<file path="config.mk">
export PLATFORM = sky130hd
export DESIGN_NAME = flash_sequencer_flat
export DESIGN_NICKNAME = d
export VERILOG_FILES = /design/src/rtl/flash_sequencer_if.sv /design/src/rtl/flash_sequencer.sv /design/src/flat_wrapper.sv
export SDC_FILE = /design/constraint.sdc
export NUM_CORES = 1
export LEC_CHECK = 0
export CORE_MARGIN = 3
export CORE_UTILIZATION = 43
export DETAILED_ROUTE_END_ITERATION = 6
export PLACE_DENSITY = 0.78
export SLEW_MARGIN = 20
export SYNTH_ARGS = -nofsm -noshare
export SYNTH_HDL_FRONTEND = slang
export SYNTH_SLANG_ARGS = --single-unit
</file>
<file path="constraint.sdc">
create_clock -name clk -period 3 [get_ports clk]
set_clock_uncertainty 0.05 [all_clocks]
set_input_delay 0.3 -clock clk [delete_from_list [all_inputs] [get_ports clk]]
set_output_delay 0.3 -clock clk [all_outputs]
set_load 0.05 [all_outputs]
</file>
<file path="src/rtl/flash_sequencer_if.sv">
// Bundle between the flash sequencer and its next-state generator.
// The generator side is the master; the sequencer is the slave.
interface flash_sequencer_if;
  logic        flick;
  logic [2:0]  main_state_n;
  logic [4:0]  counter_load;
  logic        counter_load_en;
  logic [1:0]  count_state;
  logic [2:0]  main_state;
  logic [4:0]  counter;
  logic        flick_sync;
  logic        kickback_match;
  logic        step_tick;
  logic [15:0] leds;

  modport master (
    output flick, main_state_n, counter_load, counter_load_en, count_state,
    input  main_state, counter, flick_sync, kickback_match, step_tick, leds
  );

  modport slave (
    input  flick, main_state_n, counter_load, counter_load_en, count_state,
    output main_state, counter, flick_sync, kickback_match, step_tick, leds
  );
endinterface

</file>
<file path="src/rtl/flash_sequencer.sv">
// Registered state/counter datapath for the LED flash sequence: flick synchronizer,
// step prescaler, saturating step counter, kickback detect and thermometer LED drive.
module flash_sequencer #(
  parameter int unsigned STEP_DIV = 4
) (
  input  logic            clk,
  input  logic            rst,
  flash_sequencer_if.slave bus
);

  typedef enum logic [2:0] {
    INIT       = 3'd0,
    ONLED0_15  = 3'd1,
    OFFLED15_5 = 3'd2,
    ONLED5_10  = 3'd3,
    OFFLED10_0 = 3'd4,
    ONLED0_5   = 3'd5,
    OFFLED5_0  = 3'd6,
    ILLEGAL    = 3'd7
  } main_state_e;

  typedef enum logic [1:0] {
    CNT_OFF  = 2'd0,
    CNT_UP   = 2'd1,
    CNT_DOWN = 2'd2,
    CNT_OFF3 = 2'd3
  } count_mode_e;

  localparam logic [7:0] PRESC_MAX = 8'(STEP_DIV - 1);

  main_state_e main_state_q, main_state_d;
  logic [4:0]  counter_q, counter_d;
  logic [7:0]  presc_q, presc_d;
  logic        sync1_q, sync1_d;
  logic        sync2_q, sync2_d;
  logic        step_tick;

  // NOTE: state registers use non-blocking assignments so every flop samples the
  // pre-edge value of its neighbours, independent of statement order.
  always_ff @(posedge clk) begin
    if (rst) begin
      main_state_q <= INIT;
      counter_q    <= '0;
      presc_q      <= '0;
      sync1_q      <= 1'b0;
      sync2_q      <= 1'b0;
    end else begin
      main_state_q <= main_state_d;
      counter_q    <= counter_d;
      presc_q      <= presc_d;
      sync1_q      <= sync1_d;
      sync2_q      <= sync2_d;
    end
  end

  // Tick is suppressed while reset is held so nothing downstream sees a step.
  assign step_tick = !rst && (presc_q == PRESC_MAX);

  // NOTE: every variable gets a default at the top of the block; a path that
  // leaves one unassigned would infer a latch.
  always_comb begin
    presc_d      = (presc_q == PRESC_MAX) ? 8'd0 : presc_q + 8'd1;
    sync1_d      = bus.flick;
    sync2_d      = sync1_q;
    main_state_d = main_state_q;
    counter_d    = counter_q;

    if (step_tick) begin
      main_state_d = main_state_e'(bus.main_state_n);
      if (bus.counter_load_en) begin
        counter_d = bus.counter_load;
      end else begin
        unique case (count_mode_e'(bus.count_state))
          CNT_UP:   counter_d = (counter_q == 5'd31) ? counter_q : counter_q + 5'd1;
          CNT_DOWN: counter_d = (counter_q == 5'd0)  ? counter_q : counter_q - 5'd1;
          default:  counter_d = counter_q;
        endcase
      end
    end
  end

  always_comb begin
    bus.leds = '0;
    if (main_state_q != INIT && main_state_q != ILLEGAL) begin
      for (int i = 0; i < 16; i++) begin
        bus.leds[i] = (5'(i) < counter_q);
      end
    end
  end

  assign bus.kickback_match = sync2_q &&
                              ((main_state_q == OFFLED15_5 && counter_q == 5'd5) ||
                               (main_state_q == OFFLED10_0 && counter_q == 5'd0));

  assign bus.main_state = main_state_q;
  assign bus.counter    = counter_q;
  assign bus.flick_sync = sync2_q;
  assign bus.step_tick  = step_tick;

endmodule

</file>
<file path="src/flat_wrapper.sv">
// flat-port wrapper written by rule: the top's interface ports become plain ports
module flash_sequencer_flat 
#(
  parameter int unsigned STEP_DIV = 4
)
  (clk, rst, bus_flick, bus_main_state_n, bus_counter_load, bus_counter_load_en, bus_count_state, bus_main_state, bus_counter, bus_flick_sync, bus_kickback_match, bus_step_tick, bus_leds);
  flash_sequencer_if bus_i ();
  input  logic clk;
  input  logic rst;
  input wire logic [$bits(bus_i.flick)-1:0] bus_flick;
  input wire logic [$bits(bus_i.main_state_n)-1:0] bus_main_state_n;
  input wire logic [$bits(bus_i.counter_load)-1:0] bus_counter_load;
  input wire logic [$bits(bus_i.counter_load_en)-1:0] bus_counter_load_en;
  input wire logic [$bits(bus_i.count_state)-1:0] bus_count_state;
  output wire logic [$bits(bus_i.main_state)-1:0] bus_main_state;
  output wire logic [$bits(bus_i.counter)-1:0] bus_counter;
  output wire logic [$bits(bus_i.flick_sync)-1:0] bus_flick_sync;
  output wire logic [$bits(bus_i.kickback_match)-1:0] bus_kickback_match;
  output wire logic [$bits(bus_i.step_tick)-1:0] bus_step_tick;
  output wire logic [$bits(bus_i.leds)-1:0] bus_leds;
  assign bus_i.flick = bus_flick;
  assign bus_i.main_state_n = bus_main_state_n;
  assign bus_i.counter_load = bus_counter_load;
  assign bus_i.counter_load_en = bus_counter_load_en;
  assign bus_i.count_state = bus_count_state;
  assign bus_main_state = bus_i.main_state;
  assign bus_counter = bus_i.counter;
  assign bus_flick_sync = bus_i.flick_sync;
  assign bus_kickback_match = bus_i.kickback_match;
  assign bus_step_tick = bus_i.step_tick;
  assign bus_leds = bus_i.leds;
  flash_sequencer #(.STEP_DIV(STEP_DIV)) u_core (.clk(clk), .rst(rst), .bus(bus_i));
endmodule
</file>
## Word-level counts from Yosys, hierarchy flattened

Cells that the tools add are included.

- Bits in registers: 18

- Add/subtract/negate cells: 3
- $lt $le $gt $ge: 16
- Equality and inequality tests: 10
- Muxes and demuxes: 5
- Reduce and logical (&&, ||, !) cells: 12

Operators by type and width:

| kind | number |
|---|---|
| less-than comparator 4 x 5 -> 1 bit, first input constant | 8 |
| less-than comparator 3 x 5 -> 1 bit, first input constant | 4 |
| 2-to-1 mux 16 bit | 1 |
| 2-to-1 mux 5 bit | 3 |
| less-than comparator 1 x 5 -> 1 bit, first input constant | 2 |
| less-than comparator 2 x 5 -> 1 bit, first input constant | 2 |
| one-hot mux 5 bit (2 select lines) | 1 |
| inequality test 3 bit, second input constant | 3 |
| adder 8 x 1 -> 8 bit, second input constant | 1 |
| == test 8 x 2 -> 1 bit, second input constant | 1 |
| nonzero test 3 bit | 2 |
| adder 5 x 1 -> 5 bit, second input constant | 1 |
| == test 5 x 3 -> 1 bit, second input constant | 1 |
| == test 5 bit, second input constant | 1 |
| logical AND 1 bit | 5 |
| logical NOT 5 bit | 1 |
| subtractor 5 x 1 -> 5 bit, second input constant | 1 |
| AND reduction 4 bit | 1 |
| == test 3 x 2 -> 1 bit, second input constant | 1 |
| == test 3 bit, second input constant | 1 |
| == test 2 x 1 -> 1 bit, second input constant | 1 |
| == test 2 bit, second input constant | 1 |
| OR reduction 2 bit | 1 |
| logical NOT 1 bit | 1 |
| logical OR 1 bit | 1 |

## Longest topological paths before layout

Gate-level depths: netlist of run 1.

- Depth after elaboration: 4
- Gate-level depth with buffers: 7

## Least setup slack after synthesis of run 1

Ideal clock, no wire load.

- Kind: register -> output
- Start point: register u_core.counter_q[4], in the netlist u_core.bus.counter[4]
- End point: output bus_leds[1]
- Arrival: 3.122 ns
- Data required time: 2.650 ns
- Path slack: -0.472 ns
- Cell stages (with the launch flop): 5
- Buffers on the path: 1
- Cell sequence: dfxtp_1 clkbuf_1 nor3_1 a21oi_1 a21boi_0

- Cells in the longest elaborated chain, start to end: 2

RTL lines:

| what | line | RTL |
|---|---|---|
| start, declared | flash_sequencer.sv:32 | `logic [4:0] counter_q, counter_d;` |
| start signal, assigned | flash_sequencer.sv:49 | `counter_q <= counter_d;` |
| less-than comparator 1 x 5 -> 1 bit | flash_sequencer.sv:86 | `bus.leds[i] = (5'(i) < counter_q);` |
| 2-to-1 mux 16 bit | flash_sequencer.sv:84 | `if (main_state_q != INIT && main_state_q != ILLEGAL) begin` |
| end, declared | flat_wrapper.sv:20 | `output wire logic [$bits(bus_i.leds)-1:0] bus_leds;` |

Every way passes these cells.

## Worst setup path in the final report of run 1

- Start point: register u_core.main_state_q[2], in the netlist u_core.bus.main_state[2]
- End point: output bus_leds[1]

- Cells in the longest elaborated chain, start to end: 3

RTL lines:

| what | line | RTL |
|---|---|---|
| start, declared | flash_sequencer.sv:31 | `main_state_e main_state_q, main_state_d;` |
| start signal, assigned | flash_sequencer.sv:48 | `main_state_q <= main_state_d;` |
| inequality test 3 bit or nonzero test 3 bit (tied branches) | flash_sequencer.sv:84 |  |
| logical AND 1 bit * | flash_sequencer.sv:84 |  |
| 2-to-1 mux 16 bit * | flash_sequencer.sv:84 |  |

Mark *: on every way between the ends. The rest lies on a longest branch, timed or not.

==> results of run 1 <==
path summary, 6_finish.rpt:
path,start,end,slack [ns],cells after the start
setup reg to reg,u_core.presc_q[0],u_core.bus.counter[0],0.67,5
hold reg to reg,u_core.sync1_q,u_core.bus.flick_sync,0.40,1
setup / recovery,u_core.bus.main_state[2],bus_leds[1],0.32,5
hold / removal,u_core.sync1_q,u_core.bus.flick_sync,0.40,1
registers in the layout, indices dropped and copies added (netlist names):
register and count:
u_core.bus.counter 5, u_core.sync1_q 1, u_core.presc_q 8, u_core.bus.main_state 3, u_core.bus.flick_sync 1
metrics by stage:
| step | setup WS [ns] | cell area [µm²] |
|---|---|---|
| 6_report | 0.317 | 1530 |
| 5_1_grt | 0.168 | 1530 |
| 4_1_cts | 0.322 | 1530 |
| 3_5_place_dp | 0.655 | 1510 |
| 3_3_place_gp | 0.696 | 1510 |
| 2_1_floorplan | -0.129 | 1110 |
metal layers:
metal  global-route usage [%]  vias to the layer above
met5                        0                        -
met4                     11.2                        0
met3                     2.30                        9
met2                     31.8                       41
met1                     18.8                      520
li1                         -                      579
critical path: cells and delay by family (launching register included):
family / cells / cell delay, ns
buf+inv: 1 / 0.81
compound gates: 2 / 0.43
flops: 1 / 0.42
simple gates: 2 / 0.39
where the power goes:
group | total [µW] | internal, µW | switching, µW
sequential | 259 | 248 | 11.0
combinational | 102 | 44.1 | 57.8
clock | 118 | 46.8 | 71.7
total | 479 | 339 | 140
synth_stat cells, types with 4 or more instances:
cell      instances  area share, %
a21oi_1          12            5.4
clkbuf_1          6            2.0
dfxtp_1          18             33
ha_1              5            5.7
inv_1             8            2.7
nand2_1           7            2.4
nand3_1           8            3.6
nor2_1           21            7.1
xor2_1            4            3.2
cells in the final DEF (no fill, tap or decap), drive strengths merged, types with 4 or more instances in the layout:
cell type,count
o21ai,5
dfxtp,18
clkdlybuf4s50,38
ha,5
nor2,21
inv,8
nand3,8
nand2,7
a21oi,12
xor2,4
final cells by class:
cell class,instances,area (µm²)
Fill cell,200,785
Multi-Input combinational cell,107,691
Timing Repair Buffer,40,395
Sequential cell,18,360
Tap cell,28,35.0
Inverter,8,30.0
Clock buffer,3,22.5
logic make-up (layout without fill, tap and decap cells):
logic type	count (synthesis)	count (layout)
AOI/OAI and AO/OA	36	36
xor gates and xnor gates	7	7
adders and majority gates	5	5
buffers and inverters	15	51
DFF	18	18
muxes	2	2
and+or+nand+nor	57	57
==> impl_results.md, run 1 <==
* Num CTS Buffers at 3
* Run status: completed
* TNS Setup at 0 ns
* Via count at 1,149
* Post-CTS setup buffer count at 0
* Share of post-route cells with drive strength above 1 at under 10%
* Adder-cell area share of the yosys netlist at under 10%
* Crit-path slowest cell: clkdlybuf4s50_1
* Post-CTS Hold Buffers at 0
* Post-Synthesis Cells at between 100 and 150
* Synth warn at 0
* Hold slack at between 0.4 and 0.5 ns
* Nets at between 150 and 200
* Clk_lat worst skew at roughly 0.29 ns
* 1st-iter DRT viols at 36
* Met2 wire len at between 1 and 1.5 mm
* Number of synthesized register bits at 18
* Final ANT Viol Nets at 0
* Cells along the critical path: or3_1, nand2_1, a21oi_1, a21boi_1, clkdlybuf4s50_1
* Startpoint types: flip-flop
* Die Area at roughly 0.0032 mm²
* IO Pins at between 40 and 50
* Metal3 WL at 171 µm
* ANT cells at 0
* Final min period at roughly 2.7 ns
* Finish-stage setup viols at 0
* Die height at between 50 and 60 µm
* Final Hold Fails at 0
* Slew Viols, Final at 0
* DRT Pass-1 Iters at 4
* Vias per cell at between 5 and 6
* Worst Setup End Kind: primary output
* Register area share after synthesis at 32.7%
* Worst vdd ir at approximately 0.25 mV
* Port-buffer cells at 40
* Ys async rst share at 0%
* Crit Path Category: reg -> out
* Compound-gate portion of the synthesized area at between 20% and 30%
* Main synth FF type: dfxtp_1
* Core Footprint at ~0.0023 mm²
* CTS sink cnt at 18
* Root Driver: clkbuf_4
* Die W at about 57 µm
* Global Route Usage Sum at 17.6%
* Wl on met1 at approximately 1.1 mm
* Total Power at roughly 480 µW
* CTS H-tree depth at 1
* Drt drc at 0
* Placed cell count at between 200 and 250
* Number of synthesized flops with an enable pin at 0
* Clock slew at reported path FFs at ~0.090 ns
* Top sig layer: met4
* Post-Layout Cell Count at just over 200
* Mapped Area at between 0.001 and 0.0015 mm²
* Largest net degree at the start of global routing at 17
* Rel. slew slack at 64.1%
* DP Wirelength at about 2.1 mm
* Main combinational cell family by area after synthesis: simple AND/OR/NAND/NOR gates
* Post-synthesis simple-gate area fraction at around a quarter
* Maxcap violations at 0
* Mapped Avg Cell Area at just under 8 µm²
* Finished Core Util at around 66%
* Initial antenna violation count at 0
* CP Max Fanout at 15
* Initial Util at between 40 and 50%
* Max frequency at roughly 370 MHz
* Tightest Hold Check Type: reg -> reg
* Synth Area in XOR/XNOR at 5.56%
* CP Data Arrival Time at 2.33 ns
* Final worst path period share at roughly nine tenths
* Worst slew pin tran at 0.539 ns
* CTS tree: built
* Mux cell area share after synthesis at 1.93%
* Post-Syn Nets at 159
* Routed wire length at ~2.7 mm
* CP required at 2.65 ns
* Gpl congestion at just under 0.9
* Clock Tree Buf Depth at 2
* Vias in the first global route at around 1,100
* Rows at 17
* First-pass GRT wire length at ~4.6 mm
* Post-cts repair resize count at 0
* CP peak stage delay at 0.81 ns
* Netlist cell types at 42
* Area growth, synth to finish at 39.0%
* Routed len/inst at about 13 µm
* Pwr per Cell Area at 312 mW/mm²
* Leakage power at around 0.00056 µW
* GRT overflow at 0
* RSZ-0062 raised after global routing: no
Power figures use the tool's default switching activity.
==> run 2: changes to the inputs <==
- CTS_CLUSTER_DIAMETER: default -> 200
==> results of run 2 <==
The final DEF is identical to that of run 1; final timing and power are the same.
